File: config.mk
export PLATFORM = sky130hd
export DESIGN_NAME = alu_nibble_sequencer_flat
export DESIGN_NICKNAME = d
export VERILOG_FILES = /design/src/rtl/alu_seq_pkg.sv /design/src/rtl/alu_nibble_sequencer_if.sv /design/src/rtl/alu_nibble_sequencer.sv /design/src/flat_wrapper.sv
export SDC_FILE = /design/constraint.sdc
export NUM_CORES = 1
export LEC_CHECK = 0
export ABC_AREA = 1
export CELL_PAD_IN_SITES_DETAIL_PLACEMENT = 1
export CELL_PAD_IN_SITES_GLOBAL_PLACEMENT = 2
export CORE_UTILIZATION = 28
export DETAILED_ROUTE_END_ITERATION = 6
export PLACE_DENSITY = 0.85
export SYNTH_ARGS = -nofsm -noshare
export SYNTH_HDL_FRONTEND = slang
export SYNTH_SLANG_ARGS = --single-unit
File: constraint.sdc
create_clock -name clock -period 4.06 [get_ports clock]
set_input_delay 0.812 -clock clock [delete_from_list [all_inputs] [get_ports clock]]
set_output_delay 0.812 -clock clock [all_outputs]
set_load 0.01 [all_outputs]
File: src/rtl/alu_seq_pkg.sv
// Shared definitions for the multi-nibble ALU sequencer: ALU Select encodings,
// sequencer FSM states and the carry-chaining predicate.
package alu_seq_pkg;

  localparam logic [2:0] OP_NOT_A = 3'b000;
  localparam logic [2:0] OP_ADD   = 3'b001;
  localparam logic [2:0] OP_AND   = 3'b010;
  localparam logic [2:0] OP_OR    = 3'b011;
  localparam logic [2:0] OP_XOR   = 3'b100;
  localparam logic [2:0] OP_ROL   = 3'b101;
  localparam logic [2:0] OP_ZERO  = 3'b110;
  localparam logic [2:0] OP_ONE   = 3'b111;

  typedef enum logic [1:0] {
    ST_IDLE  = 2'd0,
    ST_ISSUE = 2'd1,
    ST_WAIT  = 2'd2,
    ST_DONE  = 2'd3
  } seq_state_e;

  // Only add and rotate pass a carry from one nibble into the next.
  function automatic logic chains_carry(input logic [2:0] op);
    return (op == OP_ADD) || (op == OP_ROL);
  endfunction

endpackage

File: src/rtl/alu_nibble_sequencer_if.sv
// Request/result bus plus the 4-bit ALU side-channel of the sequencer.
// Optional macro ALU_SEQ_ZERO_FLAG_EN adds the registered zero flag.
interface alu_nibble_sequencer_if #(
  parameter int NIBBLES = 4
);
  localparam int W = 4 * NIBBLES;

  logic           start;
  logic [2:0]     op;
  logic [W-1:0]   opa;
  logic [W-1:0]   opb;
  logic           cin;
  logic           busy;
  logic           done;
  logic [W-1:0]   result;
  logic           cout;
  logic [2:0]     alu_select;
  logic [3:0]     alu_a;
  logic [3:0]     alu_b;
  logic           alu_c;
  logic [3:0]     alu_regout;
  logic           alu_carryout;
`ifdef ALU_SEQ_ZERO_FLAG_EN
  logic           zero;

  modport master (
    output start, op, opa, opb, cin, alu_regout, alu_carryout,
    input  busy, done, result, cout, alu_select, alu_a, alu_b, alu_c, zero
  );
  modport slave (
    input  start, op, opa, opb, cin, alu_regout, alu_carryout,
    output busy, done, result, cout, alu_select, alu_a, alu_b, alu_c, zero
  );
`else
  modport master (
    output start, op, opa, opb, cin, alu_regout, alu_carryout,
    input  busy, done, result, cout, alu_select, alu_a, alu_b, alu_c
  );
  modport slave (
    input  start, op, opa, opb, cin, alu_regout, alu_carryout,
    output busy, done, result, cout, alu_select, alu_a, alu_b, alu_c
  );
`endif

endinterface

File: src/rtl/alu_nibble_sequencer.sv
// Issues a wide operation to a 4-bit registered ALU nibble by nibble (LSB first),
// chains carry for ADD/ROL and reassembles the result. Macro: ALU_SEQ_ZERO_FLAG_EN.
module alu_nibble_sequencer
  import alu_seq_pkg::*;
#(
  parameter int NIBBLES = 4,
  parameter int ALU_LAT = 1
) (
  input  logic                   clock,
  input  logic                   reset,
  alu_nibble_sequencer_if.slave  bus
);

  localparam int W   = 4 * NIBBLES;
  localparam int KW  = (NIBBLES > 1) ? $clog2(NIBBLES) : 1;
  localparam int WCW = (ALU_LAT > 1) ? $clog2(ALU_LAT) : 1;
  localparam logic [KW-1:0]  K_LAST = KW'(NIBBLES - 1);
  localparam logic [WCW-1:0] W_LAST = WCW'(ALU_LAT - 1);

  seq_state_e     state_q, state_d;
  logic [KW-1:0]  k_q, k_d;
  logic [WCW-1:0] wcnt_q, wcnt_d;
  logic [2:0]     op_q, op_d;
  logic [W-1:0]   opa_q, opa_d;
  logic [W-1:0]   opb_q, opb_d;
  logic [W-1:0]   result_q, result_d;
  logic           cout_q, cout_d;
  logic           busy_q, busy_d;
  logic           done_q, done_d;
  logic [2:0]     alu_select_q, alu_select_d;
  logic [3:0]     alu_a_q, alu_a_d;
  logic [3:0]     alu_b_q, alu_b_d;
  logic           alu_c_q, alu_c_d;
`ifdef ALU_SEQ_ZERO_FLAG_EN
  logic           zero_q, zero_d;
`endif

  always_comb begin
    state_d      = state_q;
    k_d          = k_q;
    wcnt_d       = wcnt_q;
    op_d         = op_q;
    opa_d        = opa_q;
    opb_d        = opb_q;
    result_d     = result_q;
    cout_d       = cout_q;
    busy_d       = busy_q;
    done_d       = 1'b0;
    alu_select_d = alu_select_q;
    alu_a_d      = alu_a_q;
    alu_b_d      = alu_b_q;
    alu_c_d      = alu_c_q;
`ifdef ALU_SEQ_ZERO_FLAG_EN
    zero_d       = zero_q;
`endif
    unique case (state_q)
      ST_IDLE: begin
        if (bus.start) begin
          // ALU inputs are registered here so they are already valid in ISSUE.
          op_d         = bus.op;
          opa_d        = bus.opa;
          opb_d        = bus.opb;
          k_d          = '0;
          busy_d       = 1'b1;
          alu_select_d = bus.op;
          alu_a_d      = bus.opa[3:0];
          alu_b_d      = bus.opb[3:0];
          alu_c_d      = chains_carry(bus.op) ? bus.cin : 1'b0;
          state_d      = ST_ISSUE;
        end
      end
      ST_ISSUE: begin
        wcnt_d  = '0;
        state_d = ST_WAIT;
      end
      ST_WAIT: begin
        if (wcnt_q == W_LAST) begin
          result_d[k_q*4 +: 4] = bus.alu_regout;
          cout_d = chains_carry(op_q) ? bus.alu_carryout : 1'b0;
          if (k_q == K_LAST) begin
            busy_d  = 1'b0;
            done_d  = 1'b1;
            state_d = ST_DONE;
`ifdef ALU_SEQ_ZERO_FLAG_EN
            zero_d  = (result_d == '0);
`endif
          end else begin
            k_d     = k_q + 1'b1;
            alu_a_d = opa_q[k_d*4 +: 4];
            alu_b_d = opb_q[k_d*4 +: 4];
            alu_c_d = chains_carry(op_q) ? bus.alu_carryout : 1'b0;
            state_d = ST_ISSUE;
          end
        end else begin
          wcnt_d = wcnt_q + 1'b1;
        end
      end
      ST_DONE: begin
        state_d = ST_IDLE;
      end
      default: begin
        state_d = ST_IDLE;
      end
    endcase
  end

  always_ff @(posedge clock) begin
    if (reset) begin
      state_q      <= ST_IDLE;
      k_q          <= '0;
      wcnt_q       <= '0;
      op_q         <= '0;
      opa_q        <= '0;
      opb_q        <= '0;
      result_q     <= '0;
      cout_q       <= 1'b0;
      busy_q       <= 1'b0;
      done_q       <= 1'b0;
      alu_select_q <= '0;
      alu_a_q      <= '0;
      alu_b_q      <= '0;
      alu_c_q      <= 1'b0;
`ifdef ALU_SEQ_ZERO_FLAG_EN
      zero_q       <= 1'b0;
`endif
    end else begin
      state_q      <= state_d;
      k_q          <= k_d;
      wcnt_q       <= wcnt_d;
      op_q         <= op_d;
      opa_q        <= opa_d;
      opb_q        <= opb_d;
      result_q     <= result_d;
      cout_q       <= cout_d;
      busy_q       <= busy_d;
      done_q       <= done_d;
      alu_select_q <= alu_select_d;
      alu_a_q      <= alu_a_d;
      alu_b_q      <= alu_b_d;
      alu_c_q      <= alu_c_d;
`ifdef ALU_SEQ_ZERO_FLAG_EN
      zero_q       <= zero_d;
`endif
    end
  end

  assign bus.busy       = busy_q;
  assign bus.done       = done_q;
  assign bus.result     = result_q;
  assign bus.cout       = cout_q;
  assign bus.alu_select = alu_select_q;
  assign bus.alu_a      = alu_a_q;
  assign bus.alu_b      = alu_b_q;
  assign bus.alu_c      = alu_c_q;
`ifdef ALU_SEQ_ZERO_FLAG_EN
  assign bus.zero       = zero_q;
`endif

endmodule
File: src/flat_wrapper.sv
// flat-port wrapper written by rule: the top's interface ports become plain ports
module alu_nibble_sequencer_flat import alu_seq_pkg::*;
#(
  parameter int NIBBLES = 4,
  parameter int ALU_LAT = 1
)
  (clock, reset, bus_start, bus_op, bus_opa, bus_opb, bus_cin, bus_alu_regout, bus_alu_carryout, bus_busy, bus_done, bus_result, bus_cout, bus_alu_select, bus_alu_a, bus_alu_b, bus_alu_c);
  alu_nibble_sequencer_if #(.NIBBLES(NIBBLES)) bus_i ();
  input  logic clock;
  input  logic reset;
  input wire logic [$bits(bus_i.start)-1:0] bus_start;
  input wire logic [$bits(bus_i.op)-1:0] bus_op;
  input wire logic [$bits(bus_i.opa)-1:0] bus_opa;
  input wire logic [$bits(bus_i.opb)-1:0] bus_opb;
  input wire logic [$bits(bus_i.cin)-1:0] bus_cin;
  input wire logic [$bits(bus_i.alu_regout)-1:0] bus_alu_regout;
  input wire logic [$bits(bus_i.alu_carryout)-1:0] bus_alu_carryout;
  output wire logic [$bits(bus_i.busy)-1:0] bus_busy;
  output wire logic [$bits(bus_i.done)-1:0] bus_done;
  output wire logic [$bits(bus_i.result)-1:0] bus_result;
  output wire logic [$bits(bus_i.cout)-1:0] bus_cout;
  output wire logic [$bits(bus_i.alu_select)-1:0] bus_alu_select;
  output wire logic [$bits(bus_i.alu_a)-1:0] bus_alu_a;
  output wire logic [$bits(bus_i.alu_b)-1:0] bus_alu_b;
  output wire logic [$bits(bus_i.alu_c)-1:0] bus_alu_c;
  assign bus_i.start = bus_start;
  assign bus_i.op = bus_op;
  assign bus_i.opa = bus_opa;
  assign bus_i.opb = bus_opb;
  assign bus_i.cin = bus_cin;
  assign bus_i.alu_regout = bus_alu_regout;
  assign bus_i.alu_carryout = bus_alu_carryout;
  assign bus_busy = bus_i.busy;
  assign bus_done = bus_i.done;
  assign bus_result = bus_i.result;
  assign bus_cout = bus_i.cout;
  assign bus_alu_select = bus_i.alu_select;
  assign bus_alu_a = bus_i.alu_a;
  assign bus_alu_b = bus_i.alu_b;
  assign bus_alu_c = bus_i.alu_c;
  alu_nibble_sequencer #(.NIBBLES(NIBBLES), .ALU_LAT(ALU_LAT)) u_core (.clock(clock), .reset(reset), .bus(bus_i));
endmodule
==> impl_metrics.py <==
metrics = {
    "placement": {
        "routabilityCongestion": 0.732,
        "dp.cells": 610,
        "place_area_um2": 3740,
        "hpwl_um": 5970,
        "port_buffers": 74,
    },
    "detailed_routing": {
        "drcViolationCount": 0,
        "wl_um": 8390,
        "viasPerCell": 4.51,
        "routed-wl-met3_um": 214,
        "drtPass1Iterations": 4,
        "dr.first_iter.drc_count": 113,
        "route.layer.met1.wl_um": 4060,
        "wl_met2_um": 3960,
        "highest_layer": "met4",
        "num_vias": 2824,
        "wl_per_cell_um": 13.4,
        "final_antenna_net_count": 0,
    },
    "status": {
        "outcome": "finished clean",
    },
    "finish": {
        "area_delta_synth_final_pct": 37.2,
        "drive_gt1_share_pct": 5.68,
        "nNetsFinal": 538,
        "regArea_um2": 1340,
        "fin_cells": 626,
        "fill_cells": 1276,
        "diodes": 0,
        "stdcell_area_um2": 3970,
        "finalCoreUtilization_pct": 40.1,
        "multiInputGateArea_um2": 1320,
    },
    "cts": {
        "cts_tree": "done",
        "cts_root_buf": "clkbuf_8",
        "clock_sinks": 67,
        "cts_setup_buffers": 0,
        "cts-buffers-inserted": 9,
        "cts.clk_slew.worst_paths_ns": 0.08,
        "htree_levels": 3,
        "clk_latency_ns": 0.35,
        "cts_resized": 0,
        "ctsHoldBuffers": 0,
        "clockBufferDepth": 2,
    },
    "setup_path": {
        "worst_r2r_path_depth": 6,
        "endpoint_kind": "register",
        "reg2reg_to": "u_core.bus.alu_b[0]",
        "cp_max_fo": 22,
        "rrSetupSlack_ns": 1.62,
        "cp.required_ns": 4.34,
        "critPathLaunchType": "register",
        "worstSetupPathType": "register to register",
        "arrival_ns": 2.72,
        "r2r_start": "u_core.k_q[0]",
    },
    "grt": {
        "grt_pass1_vias": 2966,
        "grt-ovfl-total": 0,
        "grt_pass1_wl_um": 14300,
        "grt_use_total_pct": 16.8,
        "antenna_found_initial": 0,
        "grt_max_degree": 29,
    },
    "synthesis": {
        "syn-instance-count": 419,
        "ys_seq_area_share_pct": 46.4,
        "synth-seq-cells": 67,
        "yosysWarnings": 0,
        "netlist_top_cells_area": "dfxtp_1 46%, nand2_1 13%, nor2_1 10%, a21oi_1 6.9%, nand3_1 5.0%",
        "yosysUniqueCellTypes": 20,
        "syn_area_um2": 2890,
        "syn_area_per_cell_um2": 6.90,
        "yosys.area.top_type": "dfxtp_1",
        "synth_nets": 469,
        "synth_top_area_share_pct": 46.4,
    },
    "timing": {
        "slew-limit-headroom_pct": 50.0,
        "post-route-period-util_pct": 60.1,
        "hold_viol_final": 0,
        "worst_slew_pin_slew_ns": 0.749,
        "setup_viol_count_final": 0,
        "fin_skew_ns": 0.00684,
        "final_max_slew_viol_count": 0,
        "setup-tns-final_ns": 0,
        "fmax_mhz": 410,
        "layout_min_cycle_time_ns": 2.44,
        "grt_setup_unrepaired": "false",
    },
    "floorplan": {
        "io_pins": 75,
        "die_w_um": 104,
        "rows": 36,
        "die_area_um2": 10700,
        "initial_core_util_pct": 29.2,
        "die_y_um": 104,
        "coreArea_um2": 9910,
    },
    "power": {
        "pwr_density_cell_nw_per_um2": 400,
        "leakagePower_nw": 1.61,
        "ir_drop_mv": 0.173,
    },
    "hold_path": {
        "hold_path.class": "register to register",
        "holdPathStages": 2,
        "hold_path_end": "u_core.bus.result[14]",
        "hold_start": "u_core.bus.result[14]",
    },
    "run": {
        "max-cap-violations": 0,
    },
}
==> state kept, by name, summed over array words and instances (netlist names) <==
register           cells
u_core.bus.alu_a       4
u_core.bus.alu_b       4
u_core.bus.alu_c       1
u_core.bus.busy        1
u_core.bus.cout        1
u_core.bus.done        1
u_core.bus.result     16
u_core.k_q             2
u_core.op_q            3
u_core.opa_q          16
u_core.opb_q          16
u_core.state_q         2
==> Yosys cell counts (all sizes together) <==
cell / count
clkinv: 1
clkbuf: 8
nand2: 98
nor3: 2
ha: 6
nor2: 81
inv: 33
nand3: 29
buf: 14
nand4: 5
a21oi: 40
o21ai: 35
dfxtp: 67
==> cells in the final DEF, fill, tap and decap left out, drive strengths merged <==
cell type and n:
nand3 29, nand2 98, bufinv 2, clkbuf 10, o21ai 35, clkinv 4, nand4 5, clkdlybuf4s50 74
a21oi 40, buf 6, inv 34, dfxtp 67, nor3 2, ha 6, nor2 81
==> kinds of logic after synthesis <==
group | after synthesis | share of synthesized area [%]
compound gates | 75 | 13.0
fa+ha+maj | 6 | 2.60
buf+inv | 56 | 7.87
flops | 67 | 46.4
simple gates | 215 | 30.2
==> worst max path at each step <==
stage                              from              endpoint  slack, ns
final                     u_core.k_q[0]   u_core.bus.alu_b[0]       1.62
after global routing      u_core.k_q[0]   u_core.bus.alu_b[0]       1.37
after CTS                 u_core.k_q[0]   u_core.bus.alu_b[0]       1.55
after detailed placement      bus_start       u_core.opb_q[0]       1.49
after global placement        bus_start        u_core.op_q[1]       1.56
after floorplan           u_core.k_q[0]  u_core.bus.result[4]       2.29
==> stage by stage <==
step / hold WS (ns) / power [mW] / setup WS, ns
after global routing: 0.495 / 1.67 / 1.37
after detailed placement: 0.455 / 0.967 / 1.49
after global placement: 0.455 / 0.959 / 1.56
after CTS: 0.467 / 1.61 / 1.55
after floorplan: 0.455 / 0.859 / 2.29
final: 0.466 / 1.59 / 1.62
==> cell type report <==
type	count	area share [%]
clock buffers	10	3.47
clock inverters	6	2.21
inverters	34	3.21
multi-input cells	296	33.3
flip-flops and latches	67	33.8
well taps	133	4.19
repair buffers	80	19.8
==> routing by layer <==
metal	global-route usage (%)	vias to the layer above
li1	-	1470
met1	20.5	1293
met2	28.9	51
met3	2.83	10
met4	7.14	0
met5	0	-
==> worst max-delay path, cell delays in order (launching register included) <==
cell and delay, ns:
dfxtp_1 0.31, inv_1 0.55, ha_1 0.55, clkinv_1 0.46, nand3_1 0.20, nand3_1 0.13, a21oi_1 0.17
==> power by group <==
group | leakage [nW] | internal, mW | switching [mW] | total (mW)
Combinational | 0.946 | 0.105 | 0.120 | 0.225
Sequential | 0.551 | 0.700 | 0.0234 | 0.724
Clock | 0.117 | 0.364 | 0.275 | 0.638
Total | 1.61 | 1.17 | 0.418 | 1.59
Note: power is estimated with default switching activity, not from simulation.
